### config.mk
export PLATFORM = sky130hd
export DESIGN_NAME = multi_cycle_ctrl_flat
export DESIGN_NICKNAME = d
export VERILOG_FILES = /design/src/rtl/multi_cycle_ctrl_if.sv /design/src/rtl/multi_cycle_ctrl.sv /design/src/flat_wrapper.sv
export SDC_FILE = /design/constraint.sdc
export NUM_CORES = 1
export LEC_CHECK = 0
export CORE_MARGIN = 2
export CORE_UTILIZATION = 48
export DETAILED_ROUTE_END_ITERATION = 10
export PLACE_DENSITY = 0.78
export SYNTH_ARGS = -nofsm -noshare
export SYNTH_HDL_FRONTEND = slang
export SYNTH_SLANG_ARGS = --single-unit
### constraint.sdc
create_clock -name clk_i -period 2.4 [get_ports clk_i]
set_clock_uncertainty 0.15 [all_clocks]
set_input_delay 0.48 -clock clk_i [delete_from_list [all_inputs] [get_ports clk_i]]
set_output_delay 0.48 -clock clk_i [all_outputs]
set_load 0.005 [all_outputs]
### src/rtl/multi_cycle_ctrl_if.sv
// Signal bundle between the multi-cycle MIPS main control FSM (master) and its datapath (slave).
interface multi_cycle_ctrl_if #(
    parameter int CNT_W = 32
);
    logic [5:0]       instr_op_i;
    logic             PCWrite_o;
    logic             PCWriteCond_o;
    logic             IorD_o;
    logic             MemRead_o;
    logic             MemWrite_o;
    logic             IRWrite_o;
    logic             MemtoReg_o;
    logic             RegDst_o;
    logic             RegWrite_o;
    logic             ALUSrcA_o;
    logic [1:0]       ALUSrcB_o;
    logic [1:0]       PCSource_o;
    logic [2:0]       ALUOp_o;
    logic [3:0]       state_o;
    logic             instr_done_o;
    logic [CNT_W-1:0] instr_cnt_o;
    logic             trap_o;

    modport master (
        input  instr_op_i,
        output PCWrite_o, PCWriteCond_o, IorD_o, MemRead_o, MemWrite_o, IRWrite_o,
               MemtoReg_o, RegDst_o, RegWrite_o, ALUSrcA_o, ALUSrcB_o, PCSource_o,
               ALUOp_o, state_o, instr_done_o, instr_cnt_o, trap_o
    );

    modport slave (
        output instr_op_i,
        input  PCWrite_o, PCWriteCond_o, IorD_o, MemRead_o, MemWrite_o, IRWrite_o,
               MemtoReg_o, RegDst_o, RegWrite_o, ALUSrcA_o, ALUSrcB_o, PCSource_o,
               ALUOp_o, state_o, instr_done_o, instr_cnt_o, trap_o
    );
endinterface

### src/rtl/multi_cycle_ctrl.sv
// Main control FSM of the multi-cycle MIPS datapath, with a retired-instruction counter.
// Optional MC_CTRL_ILLEGAL_TRAP_EN: undefined opcodes lock the FSM in TRAP instead of acting as a NOP.
//
// state  | meaning
// 0  IDLE   | after reset, all strobes low
// 1  FETCH  | read instruction, PC += 4
// 2  DECODE | latch opcode, precompute branch target
// 3  MEMADR | compute lw/sw address
// 4  MEMRD  | memory read (lw)
// 5  MEMWB  | MDR to regfile (lw done)
// 6  MEMWR  | memory write (sw done)
// 7  EXEC   | R-type ALU operation
// 8  RWB    | ALUOut to rd (R done)
// 9  BRANCH | beq compare and conditional PC load (done)
// 10 JUMP   | PC load from jump target (done)
// 11 IEXEC  | addi/slti ALU operation
// 12 IWB    | ALUOut to rt (addi/slti done)
// 13 TRAP   | illegal opcode, held until reset (trap build only)
module multi_cycle_ctrl #(
    parameter int CNT_W = 32
) (
    input  logic                clk_i,
    input  logic                rst_i,
    multi_cycle_ctrl_if.master  bus
);
    localparam logic [5:0] OP_R    = 6'b000000;
    localparam logic [5:0] OP_LW   = 6'b100011;
    localparam logic [5:0] OP_SW   = 6'b101011;
    localparam logic [5:0] OP_BEQ  = 6'b000100;
    localparam logic [5:0] OP_ADDI = 6'b001000;
    localparam logic [5:0] OP_SLTI = 6'b001010;
    localparam logic [5:0] OP_J    = 6'b000010;
    localparam logic [CNT_W-1:0] CNT_ONE = CNT_W'(1);

    typedef enum logic [3:0] {
        S_IDLE   = 4'd0,
        S_FETCH  = 4'd1,
        S_DECODE = 4'd2,
        S_MEMADR = 4'd3,
        S_MEMRD  = 4'd4,
        S_MEMWB  = 4'd5,
        S_MEMWR  = 4'd6,
        S_EXEC   = 4'd7,
        S_RWB    = 4'd8,
        S_BRANCH = 4'd9,
        S_JUMP   = 4'd10,
        S_IEXEC  = 4'd11,
`ifdef MC_CTRL_ILLEGAL_TRAP_EN
        S_TRAP   = 4'd13,
`endif
        S_IWB    = 4'd12
    } state_t;

    state_t           r_state;
    state_t           w_next;
    logic [5:0]       r_op;
    logic [CNT_W-1:0] r_cnt;

    logic       w_pc_write;
    logic       w_pc_write_cond;
    logic       w_iord;
    logic       w_mem_read;
    logic       w_mem_write;
    logic       w_ir_write;
    logic       w_mem_to_reg;
    logic       w_reg_dst;
    logic       w_reg_write;
    logic       w_alu_src_a;
    logic [1:0] w_alu_src_b;
    logic [1:0] w_pc_source;
    logic [2:0] w_alu_op;
    logic       w_done;
    logic       w_trap;

    always_ff @(posedge clk_i or negedge rst_i) begin
        if (!rst_i) begin
            r_state <= S_IDLE;
            r_op    <= '0;
            r_cnt   <= '0;
        end else begin
            r_state <= w_next;
            if (r_state == S_DECODE) begin
                r_op <= bus.instr_op_i;
            end
            if (w_done) begin
                r_cnt <= r_cnt + CNT_ONE;
            end
        end
    end

    always_comb begin
        w_next          = S_IDLE;
        w_pc_write      = 1'b0;
        w_pc_write_cond = 1'b0;
        w_iord          = 1'b0;
        w_mem_read      = 1'b0;
        w_mem_write     = 1'b0;
        w_ir_write      = 1'b0;
        w_mem_to_reg    = 1'b0;
        w_reg_dst       = 1'b0;
        w_reg_write     = 1'b0;
        w_alu_src_a     = 1'b0;
        w_alu_src_b     = 2'b00;
        w_pc_source     = 2'b00;
        w_alu_op        = 3'b000;
        w_done          = 1'b0;
        w_trap          = 1'b0;
        case (r_state)
            S_IDLE: w_next = S_FETCH;
            S_FETCH: begin
                w_mem_read  = 1'b1;
                w_ir_write  = 1'b1;
                w_pc_write  = 1'b1;
                w_alu_src_b = 2'b01;
                w_alu_op    = 3'b010;
                w_next      = S_DECODE;
            end
            S_DECODE: begin
                w_alu_src_b = 2'b11;
                w_alu_op    = 3'b010;
                case (bus.instr_op_i)
                    OP_LW, OP_SW:     w_next = S_MEMADR;
                    OP_R:             w_next = S_EXEC;
                    OP_BEQ:           w_next = S_BRANCH;
                    OP_J:             w_next = S_JUMP;
                    OP_ADDI, OP_SLTI: w_next = S_IEXEC;
                    default: begin
`ifdef MC_CTRL_ILLEGAL_TRAP_EN
                        w_next = S_TRAP;
`else
                        // Undefined opcode retires as a two-cycle NOP, so done depends on the live opcode here.
                        w_next = S_FETCH;
                        w_done = 1'b1;
`endif
                    end
                endcase
            end
            S_MEMADR: begin
                w_alu_src_a = 1'b1;
                w_alu_src_b = 2'b10;
                w_alu_op    = 3'b010;
                w_next      = (r_op == OP_LW) ? S_MEMRD : S_MEMWR;
            end
            S_MEMRD: begin
                w_mem_read = 1'b1;
                w_iord     = 1'b1;
                w_next     = S_MEMWB;
            end
            S_MEMWB: begin
                w_reg_write  = 1'b1;
                w_mem_to_reg = 1'b1;
                w_done       = 1'b1;
                w_next       = S_FETCH;
            end
            S_MEMWR: begin
                w_mem_write = 1'b1;
                w_iord      = 1'b1;
                w_done      = 1'b1;
                w_next      = S_FETCH;
            end
            S_EXEC: begin
                w_alu_src_a = 1'b1;
                w_alu_op    = 3'b100;
                w_next      = S_RWB;
            end
            S_RWB: begin
                w_reg_write = 1'b1;
                w_reg_dst   = 1'b1;
                w_done      = 1'b1;
                w_next      = S_FETCH;
            end
            S_BRANCH: begin
                w_alu_src_a     = 1'b1;
                w_alu_op        = 3'b011;
                w_pc_write_cond = 1'b1;
                w_pc_source     = 2'b01;
                w_done          = 1'b1;
                w_next          = S_FETCH;
            end
            S_JUMP: begin
                w_pc_write  = 1'b1;
                w_pc_source = 2'b10;
                w_done      = 1'b1;
                w_next      = S_FETCH;
            end
            S_IEXEC: begin
                w_alu_src_a = 1'b1;
                w_alu_src_b = 2'b10;
                w_alu_op    = (r_op == OP_SLTI) ? 3'b001 : 3'b010;
                w_next      = S_IWB;
            end
            S_IWB: begin
                w_reg_write = 1'b1;
                w_done      = 1'b1;
                w_next      = S_FETCH;
            end
`ifdef MC_CTRL_ILLEGAL_TRAP_EN
            S_TRAP: begin
                w_trap = 1'b1;
                w_next = S_TRAP;
            end
`endif
            default: w_next = S_IDLE;
        endcase
    end

    assign bus.PCWrite_o     = w_pc_write;
    assign bus.PCWriteCond_o = w_pc_write_cond;
    assign bus.IorD_o        = w_iord;
    assign bus.MemRead_o     = w_mem_read;
    assign bus.MemWrite_o    = w_mem_write;
    assign bus.IRWrite_o     = w_ir_write;
    assign bus.MemtoReg_o    = w_mem_to_reg;
    assign bus.RegDst_o      = w_reg_dst;
    assign bus.RegWrite_o    = w_reg_write;
    assign bus.ALUSrcA_o     = w_alu_src_a;
    assign bus.ALUSrcB_o     = w_alu_src_b;
    assign bus.PCSource_o    = w_pc_source;
    assign bus.ALUOp_o       = w_alu_op;
    assign bus.state_o       = r_state;
    assign bus.instr_done_o  = w_done;
    assign bus.instr_cnt_o   = r_cnt;
    assign bus.trap_o        = w_trap;
endmodule

### src/flat_wrapper.sv
// flat-port wrapper written by rule: the top's interface ports become plain ports
module multi_cycle_ctrl_flat 
#(
    parameter int CNT_W = 32
)
  (clk_i, rst_i, bus_instr_op_i, bus_PCWrite_o, bus_PCWriteCond_o, bus_IorD_o, bus_MemRead_o, bus_MemWrite_o, bus_IRWrite_o, bus_MemtoReg_o, bus_RegDst_o, bus_RegWrite_o, bus_ALUSrcA_o, bus_ALUSrcB_o, bus_PCSource_o, bus_ALUOp_o, bus_state_o, bus_instr_done_o, bus_instr_cnt_o, bus_trap_o);
  multi_cycle_ctrl_if #(.CNT_W(CNT_W)) bus_i ();
  input  logic clk_i;
  input  logic rst_i;
  input wire logic [$bits(bus_i.instr_op_i)-1:0] bus_instr_op_i;
  output wire logic [$bits(bus_i.PCWrite_o)-1:0] bus_PCWrite_o;
  output wire logic [$bits(bus_i.PCWriteCond_o)-1:0] bus_PCWriteCond_o;
  output wire logic [$bits(bus_i.IorD_o)-1:0] bus_IorD_o;
  output wire logic [$bits(bus_i.MemRead_o)-1:0] bus_MemRead_o;
  output wire logic [$bits(bus_i.MemWrite_o)-1:0] bus_MemWrite_o;
  output wire logic [$bits(bus_i.IRWrite_o)-1:0] bus_IRWrite_o;
  output wire logic [$bits(bus_i.MemtoReg_o)-1:0] bus_MemtoReg_o;
  output wire logic [$bits(bus_i.RegDst_o)-1:0] bus_RegDst_o;
  output wire logic [$bits(bus_i.RegWrite_o)-1:0] bus_RegWrite_o;
  output wire logic [$bits(bus_i.ALUSrcA_o)-1:0] bus_ALUSrcA_o;
  output wire logic [$bits(bus_i.ALUSrcB_o)-1:0] bus_ALUSrcB_o;
  output wire logic [$bits(bus_i.PCSource_o)-1:0] bus_PCSource_o;
  output wire logic [$bits(bus_i.ALUOp_o)-1:0] bus_ALUOp_o;
  output wire logic [$bits(bus_i.state_o)-1:0] bus_state_o;
  output wire logic [$bits(bus_i.instr_done_o)-1:0] bus_instr_done_o;
  output wire logic [$bits(bus_i.instr_cnt_o)-1:0] bus_instr_cnt_o;
  output wire logic [$bits(bus_i.trap_o)-1:0] bus_trap_o;
  assign bus_i.instr_op_i = bus_instr_op_i;
  assign bus_PCWrite_o = bus_i.PCWrite_o;
  assign bus_PCWriteCond_o = bus_i.PCWriteCond_o;
  assign bus_IorD_o = bus_i.IorD_o;
  assign bus_MemRead_o = bus_i.MemRead_o;
  assign bus_MemWrite_o = bus_i.MemWrite_o;
  assign bus_IRWrite_o = bus_i.IRWrite_o;
  assign bus_MemtoReg_o = bus_i.MemtoReg_o;
  assign bus_RegDst_o = bus_i.RegDst_o;
  assign bus_RegWrite_o = bus_i.RegWrite_o;
  assign bus_ALUSrcA_o = bus_i.ALUSrcA_o;
  assign bus_ALUSrcB_o = bus_i.ALUSrcB_o;
  assign bus_PCSource_o = bus_i.PCSource_o;
  assign bus_ALUOp_o = bus_i.ALUOp_o;
  assign bus_state_o = bus_i.state_o;
  assign bus_instr_done_o = bus_i.instr_done_o;
  assign bus_instr_cnt_o = bus_i.instr_cnt_o;
  assign bus_trap_o = bus_i.trap_o;
  multi_cycle_ctrl #(.CNT_W(CNT_W)) u_core (.clk_i(clk_i), .rst_i(rst_i), .bus(bus_i));
endmodule
==> impl_results.md <==
- Worst vdd ir: 0.6188 mV
- # diodes: 0
- Leak pwr: 1.543 nW
- I/O pins: 63
- Post-synthesis sequential area ratio: 45.11%
- Total Power: 0.003194 W
- First-pass GRT wire length: 8445 um
- Die width: 73.67 um
- Grt peak-use layer: met2
- GRT Residual Overflow: 0
- Filler cells: 368
- Nets: 315
- Clk pin slew, worst setup/hold paths: 0.08 ns
- Max_cap viols: 0
- Pre-antenna DRT Iters: 4
- P per Cell Area: 968.0 nW/um^2
- Largest net degree at the start of global routing: 43
- Number of hold buffers added after cts: 0
- Row count: 25
- CP startpoint kind: input pin
- Synth Warn #: 0
- Most common cell after layout, fill and taps aside: clkdlybuf4s50_1
- Worst Hold Class: in2async
- Post-route minimum period: 2.407 ns
- Max Fclk: 0.4155 GHz
- Drt initial violations: 130
- ANT nets after route: 0
- Die height: 73.67 um
- Slew Limit Fails: 0
- Most frequent cells in the layout: 46 x clkdlybuf4s50_1, 40 x dfrtp_1, 27 x buf_4, 21 x xnor2_1, 20 x nor2_1
- Share of cells above drive strength 1: 23.78%
- Mapped Cells: 220
- Routed len/inst: 14.83 um
- RSZ-0062 raised after global routing: true
- Measured slew at the worst slew-check pin: 0.5253 ns
- Normalized max-slew margin: 64.98%
- Layout area overhead: 41.62%
- H-tree depth: 2
- CTS sink count: 42
- Worst path required time: 1.77 ns
- Crit Path Max Fanout: 4
- Failing checks: setup timing
- Met3 Track Usage GR: 4.252%
- Worst reg-to-reg path cell count: 6
- Crit path arrival time: 1.78 ns
- Flops & latches, synth: 42
- Worst skew pair latency: 0.29 ns
- Gr usage total: 20.31%
- Status: finished, violations left
- CTS root buffer: clkbuf_8
- Routed wire length: 5355 um
- Final worst-path cycle share: 100.3%
- Final setup fails: 1
- Ys flop type: dfrtp_1
- Library cells used by synthesis: 54
- CTS tree: yes
- Final Hold Vio Count: 0
- Post-synth top area cell: dfrtp_1
- Final GP Congestion: 0.8354
- Setup slack after layout: -0.006681 ns
- EDFF count, synth: 0
- DP HPWL: 3749 um
- Port Buffer Count: 61
- Vias per cell: 5.429
- Setup CP Type: in2out
- Mean post-synth cell area: 10.59 sq um
- Fraction of registers with async set or reset after synthesis: 100.0%
- Area of the multi-input gates: 1195 sq um
- CP Capture Type: primary output
- Syn_nets: 229
- Die area: 5427 sq um
- Core region area: 4692 sq um
- Met2 Resource Use GR: 32.54%
- Synth top area share: 45.11%
- Vias in the first global route: 1,809
- Antenna violations before repair: 0
- DRC: 0
- Longest Clk Path Bufs: 2
- Setup TNS: -0.006681 ns
- GRT met1 Usage: 27.56%
- Starting Density: 49.65%
- Vias: 1,960
- Mapped cell area: 2330 sq um
- Register area: 1054 sq um
- Area contributors post-synth: dfrtp_1 45%, xnor2_1 7.9%, xor2_1 3.8%
- Num CTS Buffers: 5
metal layers:
layer | share of wire, % | up-vias
met4 | 1.7 | 0
met2 | 49 | 57
met1 | 44 | 944
met5 | 0 | -
met3 | 5.3 | 9
li1 | - | 950
flip-flops by register name (all words and copies together), names as in the netlist:
register                flops
u_core.bus.instr_cnt_o     32
u_core.r_op                 6
u_core.bus.state_o          4
per-stage QoR:
step / hold slack [ns] / worst slack [ns] / utilization (%) / std cells / instance area, sq um
2_1_floorplan: 0.03441 / 0.3589 / - / 220 / 2330
3_3_place_gp: 0.3072 / -0.4531 / 65.68 / 344 / 3082
3_5_place_dp: 0.3135 / -0.4593 / 65.68 / 344 / 3082
5_1_grt: 0.1389 / -0.05110 / 70.32 / 361 / 3299
6_report: 0.08613 / -0.006681 / 70.32 / 361 / 3299
4_1_cts: 0.1066 / -0.06177 / 68.96 / 356 / 3236
where the power goes:
group	internal (W)	switching [W]	total (W)
combinational	0.000895	0.000780	0.00167
sequential	0.000850	0.000138	0.000988
clock	0.000291	0.000241	0.000532
total	0.00204	0.00116	0.00319
worst paths after layout:
check / slack [ns] / endpoint / from
worst min-delay path: 0.09 / u_core.bus.instr_cnt_o[0]$_DFFE_PN0P_ / rst_i
max in group asynchronous: 1.62 / u_core.bus.state_o[2]$_DFF_PN0_ / rst_i
min in group clk_i: 0.32 / u_core.bus.instr_cnt_o[31]$_DFFE_PN0P_ / u_core.bus.instr_cnt_o[31]$_DFFE_PN0P_
worst max-delay path: -0.007 / bus_instr_done_o / bus_instr_op_i[1]
worst min register to register: 0.32 / u_core.bus.instr_cnt_o[31]$_DFFE_PN0P_ / u_core.bus.instr_cnt_o[31]$_DFFE_PN0P_
worst max register to register: 0.34 / u_core.bus.instr_cnt_o[1]$_DFFE_PN0P_ / u_core.bus.state_o[2]$_DFF_PN0_
cells by family (layout without fill, tap and decap cells):
family                   count (synthesis)  count (layout)  share of synthesized area [%]
buffers and inverters                   17             104                          4.349
XOR/XNOR                                32              32                          12.35
AO/OA/AOI/OAI                           29              29                          11.22
other                                    1               1                         0.1610
adder cells (fa/ha/maj)                  1               1                         0.5370
AND/OR/NAND/NOR                         91              91                          22.88
multiplexers                             7               7                          3.384
flip-flops                              42              42                          45.11
area by class of cell:
cell class	instances	share of cell area [%]
Timing Repair Buffer	92	26.01
Tap cell	54	2.048
Sequential cell	42	31.93
Multi-Input combinational cell	161	36.22
Inverter	4	0.4551
Clock buffer	8	3.337
synthesized netlist by cell type (2+ instances only):
cell type  count
clkbuf_1       3
nor2_1        20
buf_6          3
nor3b_1        2
o21ai_0        3
a21oi_1        6
buf_4          3
nor3_2         2
and4_1         4
xor2_1        10
a31oi_1        2
nand3_2        5
and3_1         6
dfrtp_1       42
xnor2_1       21
buf_2          2
nand4_1        5
a211oi_1       2
inv_1          4
mux2_2         7
nand3_1       13
nor3_1         7
a21o_1         2
nand2_1       14
nand2b_1       3
worst max-delay path: stages:
cell,delay [ns]
clkdlybuf4s50_1,0.53
o21ai_1,0.12
a211o_1,0.34
a21oi_4,0.18
buf_2,0.13
what timing repair did:
action                                  4_1_cts  5_1_grt
endpoints found under the setup margin        9       12
buffers inserted                              4        5
resized for setup                            19       10
pin swaps                                     3        3
Note: power is estimated with default switching activity, not from simulation.
